--- src/rtl/vga_timing_pkg.sv ---
// Shared VGA timing constants, derived totals and small helpers for the scan controller.
package vga_timing_pkg;

   localparam int DEF_H_ACTIVE = 640;
   localparam int DEF_H_FP     = 16;
   localparam int DEF_H_SYNC   = 96;
   localparam int DEF_H_BP     = 48;
   localparam int DEF_V_ACTIVE = 480;
   localparam int DEF_V_FP     = 10;
   localparam int DEF_V_SYNC   = 2;
   localparam int DEF_V_BP     = 33;

   function automatic int span_total(input int act, input int fp, input int sync, input int bp);
      return act + fp + sync + bp;
   endfunction

   localparam int H_TOTAL      = span_total(DEF_H_ACTIVE, DEF_H_FP, DEF_H_SYNC, DEF_H_BP);
   localparam int V_TOTAL      = span_total(DEF_V_ACTIVE, DEF_V_FP, DEF_V_SYNC, DEF_V_BP);
   localparam int H_SYNC_START = DEF_H_ACTIVE + DEF_H_FP;
   localparam int H_SYNC_END   = H_SYNC_START + DEF_H_SYNC;
   localparam int V_SYNC_START = DEF_V_ACTIVE + DEF_V_FP;
   localparam int V_SYNC_END   = V_SYNC_START + DEF_V_SYNC;

   localparam int BAR_WIDTH = 80;

   typedef struct packed {
      logic [3:0] r;
      logic [3:0] g;
      logic [3:0] b;
   } rgb_t;

endpackage

--- src/rtl/vga_timing_gen.sv ---
// Horizontal/vertical scan counters with raw (unregistered) sync and active-area flags.
module vga_timing_gen
   import vga_timing_pkg::*;
#(
   parameter int H_ACTIVE = DEF_H_ACTIVE,
   parameter int H_FP     = DEF_H_FP,
   parameter int H_SYNC   = DEF_H_SYNC,
   parameter int H_BP     = DEF_H_BP,
   parameter int V_ACTIVE = DEF_V_ACTIVE,
   parameter int V_FP     = DEF_V_FP,
   parameter int V_SYNC   = DEF_V_SYNC,
   parameter int V_BP     = DEF_V_BP
) (
   input  logic       clk,
   input  logic       rst_n,
   output logic [9:0] h_cnt,
   output logic [9:0] v_cnt,
   output logic       active,
   output logic       hsync_raw,
   output logic       vsync_raw,
   output logic       origin
);

   localparam logic [9:0] H_LAST  = 10'(span_total(H_ACTIVE, H_FP, H_SYNC, H_BP) - 1);
   localparam logic [9:0] V_LAST  = 10'(span_total(V_ACTIVE, V_FP, V_SYNC, V_BP) - 1);
   localparam logic [9:0] H_VIS   = 10'(H_ACTIVE);
   localparam logic [9:0] V_VIS   = 10'(V_ACTIVE);
   localparam logic [9:0] HS_FROM = 10'(H_ACTIVE + H_FP);
   localparam logic [9:0] HS_TO   = 10'(H_ACTIVE + H_FP + H_SYNC);
   localparam logic [9:0] VS_FROM = 10'(V_ACTIVE + V_FP);
   localparam logic [9:0] VS_TO   = 10'(V_ACTIVE + V_FP + V_SYNC);

   // Wrap is by explicit compare against the last count, so the counters never overflow.
   always_ff @(posedge clk or negedge rst_n) begin
      if (!rst_n) begin
         h_cnt <= '0;
         v_cnt <= '0;
      end else if (h_cnt == H_LAST) begin
         h_cnt <= '0;
         v_cnt <= (v_cnt == V_LAST) ? '0 : v_cnt + 10'd1;
      end else begin
         h_cnt <= h_cnt + 10'd1;
      end
   end

   assign active    = (h_cnt < H_VIS) && (v_cnt < V_VIS);
   assign hsync_raw = !((h_cnt >= HS_FROM) && (h_cnt < HS_TO));
   assign vsync_raw = !((v_cnt >= VS_FROM) && (v_cnt < VS_TO));
   assign origin    = (h_cnt == 10'd0) && (v_cnt == 10'd0);

endmodule

--- src/rtl/vga_scan_ctrl.sv ---
// VGA scan controller: 2x-doubled frame buffer addressing, colour-bar mux and registered outputs.
module vga_scan_ctrl
   import vga_timing_pkg::*;
#(
   parameter int H_ACTIVE = DEF_H_ACTIVE,
   parameter int H_FP     = DEF_H_FP,
   parameter int H_SYNC   = DEF_H_SYNC,
   parameter int H_BP     = DEF_H_BP,
   parameter int V_ACTIVE = DEF_V_ACTIVE,
   parameter int V_FP     = DEF_V_FP,
   parameter int V_SYNC   = DEF_V_SYNC,
   parameter int V_BP     = DEF_V_BP
) (
   input  logic        clk,
   input  logic        rst_n,
   input  logic [11:0] pixel_in,
   input  logic        test_pattern,
   output logic [7:0]  row_read,
   output logic [8:0]  col_read,
   output logic        vga_hsync,
   output logic        vga_vsync,
   output logic [3:0]  vga_r,
   output logic [3:0]  vga_g,
   output logic [3:0]  vga_b,
   output logic        frame_start
);

   logic [9:0] h_cnt;
   logic [9:0] v_cnt;
   logic       active;
   logic       hsync_raw;
   logic       vsync_raw;
   logic       origin;

   vga_timing_gen #(
      .H_ACTIVE (H_ACTIVE), .H_FP (H_FP), .H_SYNC (H_SYNC), .H_BP (H_BP),
      .V_ACTIVE (V_ACTIVE), .V_FP (V_FP), .V_SYNC (V_SYNC), .V_BP (V_BP)
   ) u_timing (
      .clk       (clk),
      .rst_n     (rst_n),
      .h_cnt     (h_cnt),
      .v_cnt     (v_cnt),
      .active    (active),
      .hsync_raw (hsync_raw),
      .vsync_raw (vsync_raw),
      .origin    (origin)
   );

   logic       pattern_q;
   logic       pattern_sel;
   logic [2:0] bar;
   rgb_t       bar_rgb;
   rgb_t       pix_next;
   rgb_t       rgb_q;
   logic       hsync_q;
   logic       vsync_q;
   logic       frame_start_q;

   assign col_read = active ? 9'(h_cnt >> 1) : '0;
   assign row_read = active ? 8'(v_cnt >> 1) : '0;

   // The origin pixel already belongs to the new frame, so it uses the live input.
   assign pattern_sel = origin ? test_pattern : pattern_q;
   assign bar         = 3'(h_cnt / 10'(BAR_WIDTH));
   assign bar_rgb     = {{4{bar[2]}}, {4{bar[1]}}, {4{bar[0]}}};

   always_comb begin
      pix_next = '0;
      if (active) pix_next = pattern_sel ? bar_rgb : rgb_t'(pixel_in);
   end

   always_ff @(posedge clk or negedge rst_n) begin
      if (!rst_n) begin
         pattern_q     <= 1'b0;
         rgb_q         <= '0;
         hsync_q       <= 1'b1;
         vsync_q       <= 1'b1;
         frame_start_q <= 1'b0;
      end else begin
         if (origin) pattern_q <= test_pattern;
         rgb_q         <= pix_next;
         hsync_q       <= hsync_raw;
         vsync_q       <= vsync_raw;
         frame_start_q <= origin;
      end
   end

   assign vga_r       = rgb_q.r;
   assign vga_g       = rgb_q.g;
   assign vga_b       = rgb_q.b;
   assign vga_hsync   = hsync_q;
   assign vga_vsync   = vsync_q;
   assign frame_start = frame_start_q;

endmodule

--- config.mk ---
export PLATFORM = sky130hd
export DESIGN_NAME = vga_scan_ctrl
export DESIGN_NICKNAME = d
export VERILOG_FILES = /design/src/rtl/vga_timing_pkg.sv /design/src/rtl/vga_timing_gen.sv /design/src/rtl/vga_scan_ctrl.sv
export SDC_FILE = /design/constraint.sdc
export NUM_CORES = 1
export LEC_CHECK = 0
export CORE_ASPECT_RATIO = 0.9
export CORE_UTILIZATION = 53
export DETAILED_ROUTE_END_ITERATION = 8
export PLACE_DENSITY_LB_ADDON = 0.12
export SLEW_MARGIN = 20
export SYNTH_ARGS = -nofsm -noshare
export SYNTH_HDL_FRONTEND = slang
export SYNTH_HIERARCHICAL = 1
export SYNTH_SLANG_ARGS = --single-unit
--- constraint.sdc ---
create_clock -name clk -period 7.3 [get_ports clk]
set_input_delay 2.19 -clock clk [delete_from_list [all_inputs] [get_ports clk]]
set_output_delay 2.19 -clock clk [all_outputs]
set_load 0.05 [all_outputs]
Word-level counts from Yosys, hierarchy flattened --
Index checks and enable logic that the tools add are counted.
Word-level totals: bits of input ports 15, register bits after elaboration 36
Cells by class: $lt $le $gt $ge 6, div/mod/pow operators 1, reduce and logical (&&, ||, !) cells 8, equal/unequal tests 2, add/sub/neg operators 2, multiplexer cells 7
Operator list (count):
- $mux W12 | 2
- $add A10 B1 Y10 const B | 2
- $eq A10 B10 Y1 const B | 2
- $logic_not A10 Y1 | 2
- $lt A10 B10 Y1 const B | 2
- $lt A10 B9 Y1 const B | 2
- $mux W10 | 2
- $div A10 B7 Y10 const B | 1
- $ge A10 B10 Y1 const B | 1
- $ge A10 B9 Y1 const B | 1
- $mux W9 | 1
- $mux W8 | 1
- $logic_and A1 B1 Y1 | 4
- $logic_not A1 Y1 | 2
- $mux W1 | 1

Depth between registers and ports, before layout --
Gate-level depths: netlist of run 1.
depth after elaboration 5, gate-level depth with buffers 11, gate-level depth less buffers 11

Cells and area by module --
The synthesis of run 1 kept the hierarchy.
By module, submodules not included:
- vga_timing_gen | area each 1061.0 um^2, sequential area each 500.5 um^2, times used 1, cells an instance 108
- vga_scan_ctrl | area each 914.6 um^2, sequential area each 402.9 um^2, times used 1, cells an instance 95

Worst setup path before layout of run 1 --
OpenSTA, ideal clock, no wires.
path type flip-flop to output port, from register u_timing.v_cnt[5], to output port col_read[8], stages on the path, launching flop included 7, path slack 3307 ps, arrival 1803 ps, path buffers 2, cells stage by stage dfrtp_1 > and3_2 > and2_1 > nor3_1 > buf_4 > clkbuf_1 > and2_1
On the way: cells in the longest elaborated chain, start to end 3
Ends and longest elaborated chain:
- from (decl) | line vga_timing_gen.sv:17 | output logic [9:0] v_cnt,
- from (signal assigned) | line vga_timing_gen.sv:40 | v_cnt <= (v_cnt == V_LAST) ? '0 : v_cnt + 10'd1;
- $lt A10 B9 Y1 | line vga_timing_gen.sv:46 | assign active = (h_cnt < H_VIS) && (v_cnt < V_VIS);
- $logic_and A1 B1 Y1 | line vga_timing_gen.sv:46
- net active | line vga_scan_ctrl.sv:30 | logic active;
- $mux W9 | line vga_scan_ctrl.sv:59 | assign col_read = active ? 9'(h_cnt >> 1) : '0;
- to (decl) | line vga_scan_ctrl.sv:19 | output logic [8:0] col_read,
The timed path passes the listed nets, and every way through them passes these cells.

Worst setup path in the final report of run 1 --
Ends and elaborated chain as after synthesis.

==> results of run 1 <==
[cell usage in the layout (no fill, tap or decap), types with 2 or more instances in the layout]
| cell type | synthesis | routed |
|---|---|---|
| clkdlybuf4s50_1 | 0 | 46 |
| dfrtp_1 | 34 | 34 |
| nor2_1 | 19 | 19 |
| and2_1 | 18 | 18 |
| a21oi_1 | 9 | 9 |
| nand2_1 | 8 | 8 |
| nand3_1 | 8 | 8 |
| o21ai_0 | 7 | 7 |
| inv_1 | 7 | 7 |
| nand4_1 | 7 | 7 |
| o21ai_1 | 6 | 6 |
| xnor2_1 | 6 | 6 |
| nor3_1 | 6 | 5 |
| clkbuf_8 | 0 | 5 |
| a31o_1 | 4 | 4 |
| xor2_1 | 4 | 4 |
| ha_1 | 4 | 4 |
| o21bai_1 | 3 | 3 |
| buf_4 | 5 | 3 |
| nand2b_1 | 2 | 2 |
| o22ai_1 | 2 | 2 |
| nor2b_1 | 2 | 2 |
| o21a_1 | 2 | 2 |
| nor4_1 | 2 | 2 |
| a22o_1 | 2 | 2 |
| and3_1 | 2 | 2 |
| a31oi_1 | 2 | 2 |
| dfstp_2 | 2 | 2 |
[layer usage]
layer  share of wire [%]  routed length (um)
met1                  46                1980
met2                  46                1990
met3                 6.9                 296
met4                0.86                  37
met5                   0                   0
[flip-flops by register name, summed over array words and instances, names as in the netlist]
signal	count
vga_g	4
pattern_q	1
vga_vsync	1
u_timing/h_cnt	10
vga_b	4
u_timing/v_cnt	10
vga_r	4
vga_hsync	1
frame_start	1
[how the worst max path moves through the flow]
stage,cells after the start,end,start
2_1_floorplan,6,col_read[8],u_timing/v_cnt[5]
3_3_place_gp,6,col_read[3],u_timing/v_cnt[5]
3_5_place_dp,6,col_read[8],u_timing/v_cnt[5]
4_1_cts,6,col_read[8],u_timing/v_cnt[5]
5_1_grt,6,col_read[8],u_timing/v_cnt[5]
6_report,6,col_read[8],u_timing/v_cnt[5]
[power by group]
part / switching [mW] / leakage (nW) / internal [mW]
logic: 0.0243 / 0.580 / 0.0160
registers: 0.00106 / 0.462 / 0.204
clock network: 0.0689 / 0.0412 / 0.0666
total: 0.0942 / 1.08 / 0.286
[stage by stage]
| step | instance area, um2 | hold WS, ps |
|---|---|---|
| after floorplan | 1980 | 464 |
| after global placement | 2450 | 497 |
| after detailed placement | 2450 | 515 |
| after CTS | 2530 | 531 |
| after global routing | 2530 | 551 |
| final | 2530 | 529 |
[cell type report]
cell class | instances | area share, %
clock buffers | 6 | 2.87
clock inverters | 2 | 0.494
inverters | 8 | 1.19
multi-input cells | 148 | 38.5
flip-flops and latches | 36 | 35.7
well taps | 44 | 2.17
repair buffers | 49 | 19.1
[kinds of logic after synthesis]
logic type      share of synthesized area, %
xor+xnor                                4.43
simple gates                            24.5
compound gates                          15.9
fa+ha+maj                               2.53
buf+inv                                 5.13
mux                                     1.77
flops                                   45.7
==> reports/results.txt, run 1 <==
# diodes: 0
Gr usage total: 23.5%
Post-Syn Instances: 203
Die width: 66.4 um
Hold depth: 1
Filler cell count: 258
Reg-to-reg setup timing slack: 4170 ps
I/O Buffers: 46
CTS Sinks: 36
Gp weighted congestion: 0.792
Critical Path AT: 2910 ps
H-tree depth: 2
Crit-path max cell delay: 800 ps
Placed Cells: 285
Reg-to-Reg End: vga_b[2]
CP Max Fanout: 15
Yosys cell types: 53
Ys flop type: dfrtp_1
Detail Route Antenna Nets: 0
Multi-input logic area: 976 um2
Worst hold endpoint: u_timing/v_cnt[7]
Worst vdd ir: 143 uV
First-pass GRT wire length: 6.87 mm
Synth Cell Area: 1980 um2
Grt peak-use layer: met2
Core footprint: 3480 um2
HP Class: register to register
Power Density: 150 nW/um2
Most frequent cell after synthesis: dfrtp_1
Tcrit/Tclk final: 69.8%
Rows: 20
Buf+Inv Stages, Crit Path: 2
Fin crit period: 5100 ps
CP Launch Type: register
Critical path class: register to output port
EDFF count, synth: 0
Starting DRT DRC Count: 67
Dpl hpwl: 2.92 mm
DIE AREA: 3980 um2
Leakage: 1.08 nW
Share of cells above drive strength 1: 8.84%
Met3 Use GR: 6.30%
Final slew viol count: 0
Achievable Freq: 196 MHz
Total CTS buffers: 5
Reg2Reg Depth: 11
Synth area leaders: dfrtp_1 43%, and2_1 5.7%, nor2_1 3.6%, dfstp_2 2.7%, xnor2_1 2.7%
Met2 GRT Util: 36.6%
Post-synthesis sequential area ratio: 45.7%
Routed vias: 1639
Mean Syn Cell Area: 9.73 um2
Final hold violations: 0
FF+latch area: 903 um2
Unrepaired setup endpoints after global routing: no
Most frequent CP cell: and2_1
CP required: 5110 ps
R2R Path Start: u_timing/v_cnt[1]
Cell taking the most area after synthesis: dfrtp_1
Via-to-Cell Ratio: 5.59
Setup Slack @ Placement: 2520 ps
Final setup vio count: 0
Drt pass-1 iters: 4
Post-route insts no fill: 293
Hold_sp: u_timing/v_cnt[7]
Clock Path Buffers: 2
# nets final: 267
Tot Pwr: 380 uW
Post-cts resize count: 0
Remaining global-route overflow: 0
Element type at the critical path end: output port
Worst setup margin: 2200 ps
Clock Latency Late Sink: 290 ps
Die extent in y: 59.9 um
# hold bufs at CTS: 0
Initial antenna violation count: 0
Ys async rst share: 100%
Slew margin rel.: 57.7%
Final wirelength: 4.30 mm
Per-cell routed wire length: 14.7 um
CTS tree: yes
Clock Skew: 4.88 ps
Clock Root Buffer: clkbuf_8
Reg clk slew, reported paths: 70 ps
Met1 usage: 31.3%
Vias in the first global route: 1429
Setup_tns: 0 ps
Remaining DRCs: 0
Final design utilization: 72.8%
Post-synth top cells: 34 x dfrtp_1, 19 x nor2_1, 18 x and2_1, 9 x a21oi_1
Delay-heaviest family, CP: buffers and inverters
Outcome: complete, no violations
Synth top area share: 43.1%
Crit-path cells: and3_2 -> and2_1 -> nor3_2 -> buf_4 -> and2_1 -> clkdlybuf4s50_1
Largest net degree at the start of global routing: 37
# Max-Cap Violations: 0
Syn. warnings: 6
Area growth, synth to finish: 28.2%
I/O pins: 47
#FFs+latches synth: 36
Post-CTS Setup Bufs: 0
Syn Nets: 222
Initial core utilization: 56.8%
Slew @ Worst Pin: 629 ps
Crit-path slowest cell: clkdlybuf4s50_1
Power figures use the tool's default switching activity.
==> inputs of run 2 (changes only) <==
--- a/config.mk
+++ b/config.mk
@@ -6,7 +6,7 @@
 export NUM_CORES = 1
 export LEC_CHECK = 0
 export CORE_ASPECT_RATIO = 0.9
-export CORE_UTILIZATION = 53
+export CORE_UTILIZATION = 49
 export DETAILED_ROUTE_END_ITERATION = 8
 export PLACE_DENSITY_LB_ADDON = 0.12
 export SLEW_MARGIN = 20
==> constraint.sdc (replaced) <==
create_clock -name clk -period 5.1 [get_ports clk]
set_input_delay 1.53 -clock clk [delete_from_list [all_inputs] [get_ports clk]]
set_output_delay 1.53 -clock clk [all_outputs]
set_load 0.05 [all_outputs]
==> run 2 against run 1 <==
Compared with the run above: combinational power up 43%; highest routed layer unchanged; first-iteration DRC count up 18%; cell count up 0.68%; utilization down 5.2 points; sequential power up 43%; clock power up 60%; critical path depth unchanged; sequential cell count unchanged.
==> reports/results.txt, run 2 (synthesized netlist as in run 1, its figures left out) <==
First-pass GRT wire length: 7.00 mm
Reg clk slew, reported paths: 70 ps
Crit-path max cell delay: 800 ps
Biggest regs: u_timing/h_cnt: 10 flops, u_timing/v_cnt: 10 flops
Clock Latency Late Sink: 290 ps
H-tree depth: 2
Area growth, synth to finish: 29.5%
Drt pass-1 iters: 4
Remaining DRCs: 0
Worst vdd ir: 210 uV
Final wirelength: 4.17 mm
FF+latch area: 903 um2
CP Max Fanout: 16
Post-cts resize count: 0
# Max-Cap Violations: 0
Vias in the first global route: 1483
Detail Route Antenna Nets: 0
Sw power: 133 uW
Gr usage total: 21.6%
Int Pwr: 435 uW
Element type at the critical path end: output port
Via-to-Cell Ratio: 5.52
CP required: 3570 ps
Power Density: 222 nW/um2
Slew margin rel.: 58.4%
Clock Skew: 8.04 ps
Most frequent CP cell: and2_1
Final hold violations: 0
Switching share of total power: 23.4%
Starting DRT DRC Count: 79
Delay-heaviest family, CP: buffers and inverters
Initial antenna violation count: 0
Multi-input logic area: 981 um2
Clock Root Buffer: clkbuf_8
Gp weighted congestion: 0.752
Final setup vio count: 0
CTS tree: yes
Critical Path AT: 2550 ps
Rows: 21
# nets final: 268
Unrepaired setup endpoints after global routing: no
Core footprint: 3780 um2
I/O pins: 47
Achievable Freq: 245 MHz
Setup_tns: 0 ps
# hold bufs at CTS: 0
Remaining global-route overflow: 0
Leakage: 1.10 nW
Per-cell routed wire length: 14.1 um
Clock Path Buffers: 2
# diodes: 0
Most common cell after layout, fill and taps aside: clkdlybuf4s50_1
Slew @ Worst Pin: 619 ps
Critical path class: register to output port
Crit-path slowest cell: clkdlybuf4s50_1
Filler cell count: 331
Crit-path cells: and3_2 -> and2_1 -> nor3_2 -> buf_4 -> and2_1 -> clkdlybuf4s50_1
Total CTS buffers: 5
Tcrit/Tclk final: 80.0%
Fin crit period: 4080 ps
Initial core utilization: 52.2%
Hold_ws: 511 ps
Share of cells above drive strength 1: 9.64%
Routed vias: 1628
CTS Sinks: 36
Die extent in y: 62.2 um
HP Class: register to register
Final slew viol count: 0
Dpl hpwl: 2.72 mm
Sequential Power Share: 51.7%
Outcome: complete, no violations
Die width: 68.9 um
Largest net degree at the start of global routing: 37
Comb power frac: 10.2%
Buf+Inv Stages, Crit Path: 2
Clock power share: 38.2%
DIE AREA: 4290 um2
Post-CTS Setup Bufs: 0
I/O Buffers: 46
CP Launch Type: register
Commonest cells after routing, fill and taps aside: 46 x clkdlybuf4s50_1, 34 x dfrtp_1, 19 x nor2_1
==> run 2: area by class of cell <==
type	instances	share of cell area [%]
clock buffers	7	3.77
flip-flops and latches	36	35.3
inverters	8	1.17
repair buffers	50	19.2
well taps	46	2.25
multi-input cells	148	38.3
==> run 2: worst register-to-register path, stage by stage (launching register included) <==
cell and delay, ps:
dfrtp_1 450, inv_1 100, ha_1 140, or4b_4 470, nor3_1 180, nand4_1 120, nor4_1 550, mux2i_2 210
inv_2 210, o311ai_1 150, a211oi_2 290, a21oi_1 110
==> run 2: metrics by stage <==
| stage | area, um2 | power (mW) | cells | worst slack, ps | utilization, % |
|---|---|---|---|---|---|
| floorplan | 1980 | 0.327 | 203 | 1770 | - |
| global placement | 2460 | 0.356 | 288 | 1390 | 65.1 |
| detailed placement | 2460 | 0.356 | 288 | 1340 | 65.1 |
| CTS | 2560 | 0.572 | 295 | 1020 | 67.6 |
| global route | 2560 | 0.588 | 295 | 868 | 67.6 |
| finish | 2560 | 0.567 | 295 | 1020 | 67.6 |
==> run 2: path summary, 6_finish.rpt <==
path                                        start                end  slack [ps]  depth (start not counted)
worst max-delay path            u_timing/v_cnt[5]        col_read[8]        1020                          6
worst min-delay path            u_timing/v_cnt[7]  u_timing/v_cnt[7]         510                          1
worst max register to register  u_timing/v_cnt[1]           vga_b[1]        1990                         11
worst min register to register  u_timing/v_cnt[7]  u_timing/v_cnt[7]         510                          1
max in group asynchronous                   rst_n          vga_vsync        3090                          2
min in group asynchronous                   rst_n  u_timing/h_cnt[6]        1650                          2
==> run 2: power by group through the flow <==
| stage | clock (mW) | sequential (mW) | combinational (mW) |
|---|---|---|---|
| 6_report | 0.216 | 0.293 | 0.0576 |
| 5_1_grt | 0.232 | 0.294 | 0.0624 |
| 4_1_cts | 0.221 | 0.293 | 0.0583 |
| 3_5_place_dp | 0 | 0.298 | 0.0581 |
| 3_3_place_gp | 0 | 0.298 | 0.0582 |
| 2_1_floorplan | 0 | 0.319 | 0.00809 |
==> run 2: metal layers <==
metal / vias up / wire [um] / track usage [%]
met5: - / 0 / 0
met3: 10 / 231 / 5.15
met2: 44 / 1860 / 31.1
met4: 0 / 61 / 6.89
li1: 806 / - / -
met1: 768 / 2020 / 31.7
==> inputs of run 3 (changes only) <==
==> constraint.sdc (replaced) <==
create_clock -name clk -period 3.85 [get_ports clk]
set_input_delay 1.155 -clock clk [delete_from_list [all_inputs] [get_ports clk]]
set_output_delay 1.155 -clock clk [all_outputs]
set_load 0.05 [all_outputs]
==> run 3 against run 2 <==
Compared with the run above: power rose by 39%; clock-buffer cell count fell by 1; first-iteration DRC count fell by 38%; combinational power rose by 33%; clock power rose by 50%; largest cell class unchanged; highest routed layer unchanged.
==> reports/results.txt, run 3 (synthesized netlist as in run 1, its figures left out) <==
Outcome: complete, no violations
Initial core utilization: 52.2%
Commonest cells after routing, fill and taps aside: 34 x dfrtp_1, 29 x clkdlybuf4s50_1, 23 x buf_4
Post-route cell area: 2540 um2
Rows: 21
H-tree depth: 2
CTS tree: yes
Gr usage total: 21.7%
Fin crit period: 3130 ps
# Max-Cap Violations: 0
Per-cell routed wire length: 14.7 um
Detail Route Antenna Nets: 0
Die width: 68.9 um
I/O Buffers: 46
Drt pass-1 iters: 6
Largest net degree at the start of global routing: 37
Leakage: 1.14 nW
Clock Path Buffers: 2
# nets final: 270
DP Area: 2430 um2
Starting DRT DRC Count: 49
I/O pins: 47
Achievable Freq: 320 MHz
Setup_tns: 0 ps
Power Density: 310 nW/um2
Initial antenna violation count: 0
Share of cells above drive strength 1: 17.1%
Reg clk slew, reported paths: 70 ps
Remaining global-route overflow: 0
Switching share of total power: 22.9%
Clock power share: 41.1%
CTS Sinks: 36
Die extent in y: 62.2 um
Final hold violations: 0
Critical Path AT: 1970 ps
Gp weighted congestion: 0.841
Clock Root Buffer: clkbuf_8
Core footprint: 3780 um2
Dpl hpwl: 2.99 mm
DIE AREA: 4290 um2
Final setup vio count: 0
Final slew viol count: 0
Via-to-Cell Ratio: 5.44
Vias in the first global route: 1488
Unrepaired setup endpoints after global routing: no
Critical path class: register to output port
Clock Skew: 7.28 ps
Most common cell after layout, fill and taps aside: dfrtp_1
Element type at the critical path end: output port
Sw power: 180 uW
Clock Latency Late Sink: 290 ps
Sequential Power Share: 49.2%
CP Max Fanout: 16
Int Pwr: 609 uW
Comb power frac: 9.7%
Biggest regs: u_timing/h_cnt: 10 flops, u_timing/v_cnt: 10 flops
Post-cts resize count: 0
Slew margin rel.: 61.2%
HP Class: register to register
CP required: 2690 ps
Hold_ws: 516 ps
# diodes: 0
Crit-path slowest cell: dfrtp_1
CP Launch Type: register
Total CTS buffers: 5
Remaining DRCs: 0
Slew @ Worst Pin: 576 ps
Area growth, synth to finish: 28.7%
Post-CTS Setup Bufs: 0
Tcrit/Tclk final: 81.3%
Routed vias: 1622
Filler cell count: 322
Crit-path cells: and3_2 -> and2_1 -> nor3_2 -> buf_4 -> and2_1 -> buf_4
First-pass GRT wire length: 6.94 mm
Final wirelength: 4.38 mm
Crit-path max cell delay: 470 ps
Tot Pwr: 789 uW
Worst vdd ir: 189 uV
# hold bufs at CTS: 0
## run 3: per-stage QoR
step	instances	util, %	worst slack, ps
floorplan	203	-	892
global placement	290	64.4	986
detailed placement	290	64.4	904
CTS	298	67.2	701
global route	298	67.2	590
finish	298	67.2	721
## run 3: metal layers
metal	vias to the layer above	GRT usage (%)	part of all wire [%]
met5	-	0	0
met4	0	5.36	0.57
met3	4	7.17	6.1
met2	49	32.3	44
met1	757	30.0	50
li1	812	-	-
## run 3: layout make-up
type                       count  area (um2)  area share [%]
multi-input combinational    148         981            38.6
inverter                       8        30.0            1.18
clock buffer                   6        72.6            2.85
timing repair buffer          52         463            18.2
clock inverter                 2        35.0            1.38
tap                           46        57.6            2.26
sequential                    36         903            35.5
## run 3: path summary, 6_finish.rpt
| kind | start | end | slack (ps) | cells after the start |
|---|---|---|---|---|
| max in group asynchronous | rst_n | vga_hsync | 2200 | 2 |
| min in group asynchronous | rst_n | u_timing/h_cnt[6] | 1280 | 2 |
| max | u_timing/v_cnt[5] | col_read[8] | 720 | 6 |
| max reg2reg | u_timing/v_cnt[1] | vga_b[3] | 900 | 11 |
| min reg2reg | u_timing/v_cnt[8] | u_timing/v_cnt[8] | 520 | 1 |
| min | u_timing/v_cnt[8] | u_timing/v_cnt[8] | 520 | 1 |
## run 3: power groups by stage
| stage | sequential, mW | combinational (mW) | clock [mW] |
|---|---|---|---|
| 6_report | 0.388 | 0.0767 | 0.324 |
| 2_1_floorplan | 0.423 | 0.0107 | 0 |
| 4_1_cts | 0.388 | 0.0774 | 0.332 |
| 3_3_place_gp | 0.395 | 0.0767 | 0 |
| 3_5_place_dp | 0.395 | 0.0770 | 0 |
| 5_1_grt | 0.389 | 0.0822 | 0.350 |
## run 3: worst max-delay path, delay by kind of cell, from the launching register on
family | cells | cell delay, ps
buf+inv | 2 | 410
flops | 1 | 470
simple gates | 4 | 810
